$ cat src/rtl/led_pwm_driver.sv
// Multi-channel LED brightness engine: shared prescaler and PWM counter,
// per-channel off / static / blink / breathe modes loaded by a write port.
module led_pwm_driver #(
  parameter int unsigned NUM_CH        = 3,
  parameter int unsigned PWM_BITS      = 8,
  parameter int unsigned PRESC_DIV     = 1024,
  parameter int unsigned BLINK_PERIODS = 64,
  parameter bit          ACTIVE_LOW    = 1'b1
) (
  input  logic                clk,
  input  logic                rst,
  input  logic                wr_en,
  input  logic [3:0]          wr_ch,
  input  logic [1:0]          wr_mode,
  input  logic [PWM_BITS-1:0] wr_level,
  output logic [NUM_CH-1:0]   led,
  output logic                period_start
);

  localparam int unsigned PRESC_W = (PRESC_DIV > 1) ? $clog2(PRESC_DIV) : 1;
  localparam int unsigned BCNT_W  = (BLINK_PERIODS > 1) ? $clog2(BLINK_PERIODS) : 1;

  localparam logic [PRESC_W-1:0]  PRESC_LAST = PRESC_W'(PRESC_DIV - 1);
  localparam logic [BCNT_W-1:0]   BCNT_LAST  = BCNT_W'(BLINK_PERIODS - 1);
  localparam logic [PWM_BITS-1:0] PWM_LAST   = '1;
  localparam logic [NUM_CH-1:0]   LED_OFF    = {NUM_CH{ACTIVE_LOW}};

  typedef enum logic [1:0] {
    MODE_OFF     = 2'd0,
    MODE_STATIC  = 2'd1,
    MODE_BLINK   = 2'd2,
    MODE_BREATHE = 2'd3
  } mode_e;

  logic [PRESC_W-1:0]  presc_q;
  logic [PWM_BITS-1:0] pwm_cnt_q;
  logic                tick;
  logic                wrap;
  logic                wr_hit;

  mode_e               mode_q     [NUM_CH];
  logic [PWM_BITS-1:0] level_q    [NUM_CH];
  logic [PWM_BITS-1:0] shadow_q   [NUM_CH];
  logic                blink_off_q[NUM_CH];
  logic [BCNT_W-1:0]   bcnt_q     [NUM_CH];
  logic [PWM_BITS-1:0] ramp_q     [NUM_CH];
  logic                dir_dn_q   [NUM_CH];

  logic                step_up    [NUM_CH];
  logic [PWM_BITS-1:0] ramp_nxt   [NUM_CH];
  logic                dir_dn_nxt [NUM_CH];
  logic [PWM_BITS-1:0] duty_eff   [NUM_CH];

  assign tick   = (presc_q == PRESC_LAST);
  assign wrap   = tick && (pwm_cnt_q == PWM_LAST);
  assign wr_hit = wr_en && (32'(wr_ch) < NUM_CH);

  // Shared timebase: prescaler, PWM counter and the wrap pulse.
  always_ff @(posedge clk or posedge rst) begin
    if (rst) begin
      presc_q      <= '0;
      pwm_cnt_q    <= '0;
      period_start <= 1'b0;
    end else begin
      presc_q      <= tick ? '0 : presc_q + PRESC_W'(1);
      if (tick) begin
        pwm_cnt_q <= pwm_cnt_q + PWM_BITS'(1);
      end
      period_start <= wrap;
    end
  end

  // Next breathe step and the duty each channel would load at the next wrap.
  // Breathe loads the stepped ramp, so the first period after a write is lit.
  always_comb begin
    for (int unsigned i = 0; i < NUM_CH; i++) begin
      step_up[i]    = 1'b0;
      ramp_nxt[i]   = ramp_q[i];
      dir_dn_nxt[i] = dir_dn_q[i];
      duty_eff[i]   = '0;

      if (ramp_q[i] > level_q[i]) begin
        ramp_nxt[i]   = level_q[i];
        dir_dn_nxt[i] = 1'b1;
      end else if (level_q[i] == '0) begin
        ramp_nxt[i]   = '0;
        dir_dn_nxt[i] = 1'b0;
      end else begin
        step_up[i]  = dir_dn_q[i] ? (ramp_q[i] == '0) : (ramp_q[i] != level_q[i]);
        ramp_nxt[i] = step_up[i] ? ramp_q[i] + PWM_BITS'(1) : ramp_q[i] - PWM_BITS'(1);
        if (ramp_nxt[i] == level_q[i]) begin
          dir_dn_nxt[i] = 1'b1;
        end else if (ramp_nxt[i] == '0) begin
          dir_dn_nxt[i] = 1'b0;
        end else begin
          dir_dn_nxt[i] = !step_up[i];
        end
      end

      case (mode_q[i])
        MODE_OFF:     duty_eff[i] = '0;
        MODE_STATIC:  duty_eff[i] = level_q[i];
        MODE_BLINK:   duty_eff[i] = blink_off_q[i] ? '0 : level_q[i];
        MODE_BREATHE: duty_eff[i] = ramp_nxt[i];
        default:      duty_eff[i] = '0;
      endcase
    end
  end

  // Per-channel config, wrap-time shadow load, pattern state and output compare.
  always_ff @(posedge clk or posedge rst) begin
    if (rst) begin
      for (int unsigned i = 0; i < NUM_CH; i++) begin
        mode_q[i]      <= MODE_OFF;
        level_q[i]     <= '0;
        shadow_q[i]    <= '0;
        blink_off_q[i] <= 1'b0;
        bcnt_q[i]      <= '0;
        ramp_q[i]      <= '0;
        dir_dn_q[i]    <= 1'b0;
      end
      led <= LED_OFF;
    end else begin
      for (int unsigned i = 0; i < NUM_CH; i++) begin
        if (wrap) begin
          shadow_q[i] <= duty_eff[i];
          if (mode_q[i] == MODE_BLINK) begin
            if (bcnt_q[i] == BCNT_LAST) begin
              bcnt_q[i]      <= '0;
              blink_off_q[i] <= !blink_off_q[i];
            end else begin
              bcnt_q[i] <= bcnt_q[i] + BCNT_W'(1);
            end
          end
          if (mode_q[i] == MODE_BREATHE) begin
            ramp_q[i]   <= ramp_nxt[i];
            dir_dn_q[i] <= dir_dn_nxt[i];
          end
        end
        // A write overrides any same-edge pattern step; its shadow effect waits a wrap.
        if (wr_hit && (wr_ch == 4'(i))) begin
          mode_q[i]      <= mode_e'(wr_mode);
          level_q[i]     <= wr_level;
          blink_off_q[i] <= 1'b0;
          bcnt_q[i]      <= '0;
          ramp_q[i]      <= '0;
          dir_dn_q[i]    <= 1'b0;
        end
        led[i] <= (pwm_cnt_q < shadow_q[i]) ^ ACTIVE_LOW;
      end
    end
  end

endmodule
$ cat config.mk
export PLATFORM = sky130hd
export DESIGN_NAME = led_pwm_driver
export DESIGN_NICKNAME = d
export VERILOG_FILES = /design/src/rtl/led_pwm_driver.sv
export SDC_FILE = /design/constraint.sdc
export NUM_CORES = 1
export LEC_CHECK = 0
export BUFFER_PORTS_ARGS = -buffer_cell sky130_fd_sc_hd__buf_2
export CORE_MARGIN = 2
export CORE_UTILIZATION = 35
export CTS_CLUSTER_DIAMETER = 80
export DETAILED_ROUTE_END_ITERATION = 8
export GPL_TIMING_DRIVEN = 1
export PLACE_DENSITY = 0.56
export SLEW_MARGIN = 20
export SYNTH_ARGS = -nofsm -noshare
export SYNTH_HDL_FRONTEND = slang
export SYNTH_SLANG_ARGS = --single-unit
$ cat constraint.sdc
create_clock -name clk -period 4.1 [get_ports clk]
set_input_delay 0.41 -clock clk [delete_from_list [all_inputs] [get_ports clk]]
set_output_delay 0.41 -clock clk [all_outputs]
set_load 0.05 [all_outputs]
* Word level (Yosys, flattened, before mapping) *
Index checks and enable logic that the tools add are counted.
W data, S select, Z words.

storage, ports and cells
  register bits after elaboration = 124
  bits of input ports = 17
  output and inout bits = 4

operators by class
  reduce and logical (&&, ||, !) cells = 45
  mux-type cells = 73
  add/subtract/negate cells = 11
  bitwise gates (word level) = 3
  equality and inequality tests = 22
  order comparisons = 7

operators with widths
  operator                 number
  $mux W8                  21
  $pmux W8 S4              3
  $logic_not A8 Y1         9
  $mux W6                  12
  $mux W1                  36
  $add A8 B1 Y8 const B    4
  $eq A8 B8 Y1             3
  $gt A8 B8 Y1             3
  $lt A8 B8 Y1             3
  $ne A8 B8 Y1             3
  $reduce_bool A2 Y1       12
  $sub A8 B1 Y8 const B    3
  $add A6 B1 Y6 const B    3
  $eq A6 B6 Y1 const B     3
  $eq A2 B2 Y1 const B     6
  $reduce_and A2 Y1        6
  $add A10 B1 Y10 const B  1
  $eq A10 B10 Y1 const B   1
  $mux W10                 1
  $reduce_and A3 Y1        3
  $eq A8 B8 Y1 const B     1
  $eq A2 B1 Y1 const B     3
  $logic_not A1 Y1         6
  $logic_not A2 Y1         3
  6 further kinds          12

* Depth between registers and ports, before layout *
  depth in word-level cells = 11
  mapped depth = 20
  mapped depth without buffers = 15

* Least setup slack after synthesis *
Ideal clock, no wire load.

  kind = register to register
  start point = reg level_q[6] (netlist bit)
  end point = reg dir_dn_q[0] (netlist bit)
  clock period less this slack = 3.942 ns
  cell stages (with the launch flop) = 20
  arrival time = 3.870 ns
  path slack = 0.158 ns
  path buffers = 4
  setup time = 0.071 ns
  path through = dfrtp_1 > clkbuf_1 > inv_1 > ha_1 > and4_1 > clkbuf_1 > a21oi_1 > clkbuf_1 > or2_1 > buf_2 > inv_1 > ha_1 > xor2_1 > mux2_2 > nor4_1 > o21ai_0 > a311oi_1 > nand4_1 > o311a_1 > nor2_1

on the way
  word-level cells in the longest chain between the ends = 11
  elaborated cells on any way between the ends = 15
  classes of those cells = 1 x order compare; 2 x eq/ne; 9 x mux; 3 x reduce/logical

ends and longest elaborated chain
  what                             line  text
  start, declared                  42    logic [PWM_BITS-1:0] level_q [NUM_CH];
  start signal, assigned by index  143   level_q[i] <= wr_level;
  $ne A8 B8 Y1                     89    step_up[i] = dir_dn_q[i] ? (ramp_q[i] == '0) : (ramp_q[i] != level_q[i]);
  $mux W1                          89
  $mux W8                          90    ramp_nxt[i] = step_up[i] ? ramp_q[i] + PWM_BITS'(1) : ramp_q[i] - PWM_BITS'(1);
  $logic_not A8 Y1                 93    end else if (ramp_nxt[i] == '0) begin
  $mux W1                          93
  $mux W1                          91    if (ramp_nxt[i] == level_q[i]) begin
  $mux W1                          85    end else if (level_q[i] == '0) begin
  $mux W1 *                        82    if (ramp_q[i] > level_q[i]) begin
  $mux W1 *                        135   if (mode_q[i] == MODE_BREATHE) begin
  $mux W1 *                        125   if (wrap) begin
  $mux W1 *                        141   if (wr_hit && (wr_ch == 4'(i))) begin
  end signal, assigned by index    137   dir_dn_q[i] <= dir_dn_nxt[i];
  end, declared                    47    logic dir_dn_q [NUM_CH];

Every way passes the cells marked *; elsewhere a longest branch is shown, timed or not. The select of a mux whose other input is x is not followed.
A chain may end at the register's enable or synchronous reset.

* Worst setup path after layout *
  start point = reg ramp_q[15] (netlist bit)
  end point = reg dir_dn_q[1] (netlist bit)

on the way
  word-level cells in the longest chain between the ends = 11
  elaborated cells on any way between the ends = 17
  classes of those cells = 2 x add/sub; 1 x order compare; 2 x eq/ne; 9 x mux; 3 x reduce/logical

ends and longest elaborated chain
  what                                                                   line  text
  start, declared                                                        46    logic [PWM_BITS-1:0] ramp_q [NUM_CH];
  start signal, assigned by index                                        136   ramp_q[i] <= ramp_nxt[i];
  parallel branches: the longest is 7 deep, another holds $sub A8 B1 Y8  n/a
  $mux W1 *                                                              82
  $mux W1 *                                                              135
  $mux W1 *                                                              125
  $mux W1 *                                                              141

Every way passes the cells marked *. The select of a mux whose other input is x is not followed.

==> impl_metrics.py <==
metrics = {
    "global_routing": {
        "grt_busiest_layer": "met2",
        "first_global_vias": 7598,
        "track_usage": 0.195,
        "grt_pass1_wl_um": 40900,
        "grtUsageMet3": 0.0332,
        "grt_max_degree": 69,
        "grtUsageMet2": 0.309,
        "use_met1": 0.274,
        "antenna_found_initial": 0,
        "gr-total-overflow": 0,
    },
    "timing": {
        "rsz0062_at_grt": "false",
        "finalSetupTns_ns": 0,
        "maxSlewViolCount": 0,
        "skew_ns": 0.00855,
        "hold_violations": 0,
        "slew_headroom": 0.333,
        "period_needed_ns": 3.73,
        "fin_crit_sh": 0.909,
        "clock.fmax_ghz": 0.268,
        "layout_setup_ws_ns": 0.371,
        "setup_viol": 0,
        "worstMarginPinSlew_ns": 0.996,
    },
    "floorplan": {
        "ios": 21,
        "die_x_um": 162,
        "core_um2": 24500,
        "die_h_um": 162,
        "rows": 57,
        "die_area_um2": 26300,
        "initial_utilization": 0.358,
    },
    "yosys": {
        "synth_seq_area_share": 0.354,
        "async_flop_share": 1.00,
        "ys_types": 76,
        "synth_warnings": 0,
        "synth.most_common_cell": "dfrtp_1",
        "synth.cell_area_um2": 8760,
        "syn_nets": 1105,
        "synthTopCellsByCount": "dfrtp_1 (121), nand2_1 (108), o21ai_0 (86), nor2_1 (71), a21oi_1 (63)",
        "avgSynthCellArea_um2": 8.48,
        "synth_top_cell_by_area": "dfrtp_1",
        "synth-edff-count": 0,
        "synth_top_area_frac": 0.345,
        "synthTopCellsByArea": "dfrtp_1 (35%), ha_1 (7.9%), o21ai_0 (4.9%)",
        "synth_cells": 1033,
        "synth_seq_cells": 124,
        "ys.flop_type": "dfrtp_1",
    },
    "route": {
        "vias": 7829,
        "dr.pass1.iters": 5,
        "drt-vias-per-instance": 5.61,
        "finalWirelength_um": 24700,
        "drtIter0Drc": 711,
        "drc": 0,
        "ant_nets": 0,
        "wl_per_cell_um": 17.7,
    },
    "clock_tree": {
        "cts_tree": "done",
        "cts_buffers": 17,
        "clkSinkCount": 124,
        "path_clk_slew_ns": 0.05,
        "clk_latency_ns": 0.42,
        "cts-root-buf": "clkbuf_16",
        "htreeDepth": 4,
        "cts_buffer_depth": 2,
    },
    "final_layout": {
        "design_area_um2": 10000,
        "antennaDiodeCount": 0,
        "area_growth_pct": 14.1,
        "finalNetCount": 1131,
        "layout-drive-gt1-share": 0.124,
        "final_core_util": 0.409,
        "stdcell_count": 1396,
        "nFillCells": 2457,
    },
    "setup_path": {
        "cp.arrival_ns": 4.08,
        "endpoint_kind": "register",
        "crit_fanout": 11,
        "r2r_cells": 13,
        "worst-setup-path-type": "reg2reg",
        "path_cells": "or4b_4 -> or4_4 -> nand2_4 -> xnor2_1 -> ha_1 -> and3_1 -> nand3_1 -> xor2_1 -> xnor2_1 -> a31oi_1 -> or4_1 -> a2bb2oi_1 -> o21ai_1",
        "cpPeakStageDelay_ns": 0.57,
        "setup.worst_path.start_class": "register",
        "crit_top_cell": "xnor2_1",
        "critPathRequiredTime_ns": 4.45,
        "cp_slowest_cell": "or4b_4",
    },
    "placed_design": {
        "dp_hpwl_um": 18000,
        "dpl_worst_slack_ns": 0.162,
        "port_buffers": 20,
        "place_inst": 1364,
        "place_area_um2": 9380,
        "gp_congestion": 0.951,
    },
    "flow_run": {
        "drv_cap": 0,
    },
    "power": {
        "p_per_area_nw_per_um2": 396,
        "p_leak_nw": 4.29,
        "peakVddDrop_mv": 0.306,
    },
    "hold_path": {
        "holdCritPathClass": "in2async",
    },
    "status": {
        "outcome": "completed",
    },
}
-- placed cells by master, fill, tap and decap left out, types with 11 or more instances in the layout --
| cell type | netlist | final |
|---|---|---|
| buf_2 | 4 | 20 |
| nand2_1 | 108 | 108 |
| a21o_1 | 26 | 25 |
| nor3_1 | 35 | 34 |
| clkbuf_16 | 0 | 17 |
| nor4_1 | 13 | 11 |
| inv_1 | 58 | 57 |
| nand4_1 | 18 | 18 |
| nor3b_1 | 17 | 16 |
| a21oi_1 | 63 | 62 |
| ha_1 | 55 | 54 |
| xor2_1 | 28 | 28 |
| nor2_1 | 71 | 71 |
| buf_4 | 1 | 45 |
| dfrtp_1 | 121 | 121 |
| and3_1 | 11 | 11 |
| xnor2_1 | 31 | 31 |
| o21ai_0 | 86 | 86 |
| a211oi_1 | 16 | 16 |
| nand3_1 | 29 | 29 |
-- final cells by class --
type / instances / area [um^2] / area share
multi-input cells: 793 / 5220 / 0.522
flip-flops and latches: 124 / 3110 / 0.311
clock buffers: 25 / 495 / 0.0496
repair buffers: 65 / 438 / 0.0438
well taps: 324 / 405 / 0.0405
inverters: 58 / 223 / 0.0223
clock inverters: 7 / 110 / 0.0110
-- worst max-delay path, delay by kind of cell (launching register included) --
kind / cells / cell delay, ns
adders and majority gates: 1 / 0.21
and+or+nand+nor: 6 / 2.12
AOI/OAI and AO/OA: 3 / 0.38
xor gates and xnor gates: 3 / 0.51
DFF: 1 / 0.43
-- final timing paths --
| check | from | end | slack [ns] |
|---|---|---|---|
| setup / recovery | ramp_q[15]$_DFFE_PP0P_ | dir_dn_q[1]$_DFFE_PP0P_ | 0.37 |
| hold reg to reg | shadow_q[9]$_DFFE_PP0P_ | shadow_q[9]$_DFFE_PP0P_ | 0.48 |
| hold / removal | rst | presc_q[2]$_DFF_PP0_ | 0.09 |
| setup reg to reg | ramp_q[15]$_DFFE_PP0P_ | dir_dn_q[1]$_DFFE_PP0P_ | 0.37 |
| max in group asynchronous | rst | shadow_q[6]$_DFFE_PP0P_ | 3.06 |
| min in group clk | wr_level[0] | level_q[8]$_DFFE_PP0P_ | 0.27 |
-- state kept, by name, indices dropped and copies added, names as in the netlist --
register and cells:
bcnt_q 18, blink_off_q 3, dir_dn_q 3, led 3
level_q 24, mode_q 6, period_start 1, presc_q 10
pwm_cnt_q 8, ramp_q 24, shadow_q 24
-- kinds of logic (layout without fill, tap and decap cells) --
| group | after synthesis | after routing | share of synthesized area |
|---|---|---|---|
| buf+inv | 116 | 155 | 0.0542 |
| compound gates | 286 | 286 | 0.209 |
| fa+ha+maj | 55 | 55 | 0.0785 |
| flops | 124 | 124 | 0.354 |
| mux | 17 | 17 | 0.0207 |
| simple gates | 374 | 374 | 0.219 |
| xor+xnor | 61 | 61 | 0.0641 |
-- through the flow --
step	hold WS, ns	total power [mW]
3_3_place_gp	0.465	2.40
6_report	0.0909	3.96
5_1_grt	0.141	4.17
3_5_place_dp	0.471	2.40
4_1_cts	0.125	3.97
2_1_floorplan	0.438	2.11
-- metal layers --
layer,vias to the layer above,wire length [um]
met4,0,475
met2,210,11300
met5,-,0
met3,37,1190
li1,3811,-
met1,3771,11700
-- timing repair --
action	CTS	global route
setup buffers	0	0
hold buffers	0	0
setup endpoints to repair	0	3
resized for setup	0	5
-- report_power, final --
| group | total, mW | internal (mW) | switching [mW] |
|---|---|---|---|
| Clock | 1.55 | 1.02 | 0.538 |
| Sequential | 1.47 | 1.34 | 0.135 |
| Combinational | 0.931 | 0.376 | 0.555 |
| Total | 3.96 | 2.73 | 1.23 |
Note: power is estimated with default switching activity, not from simulation.
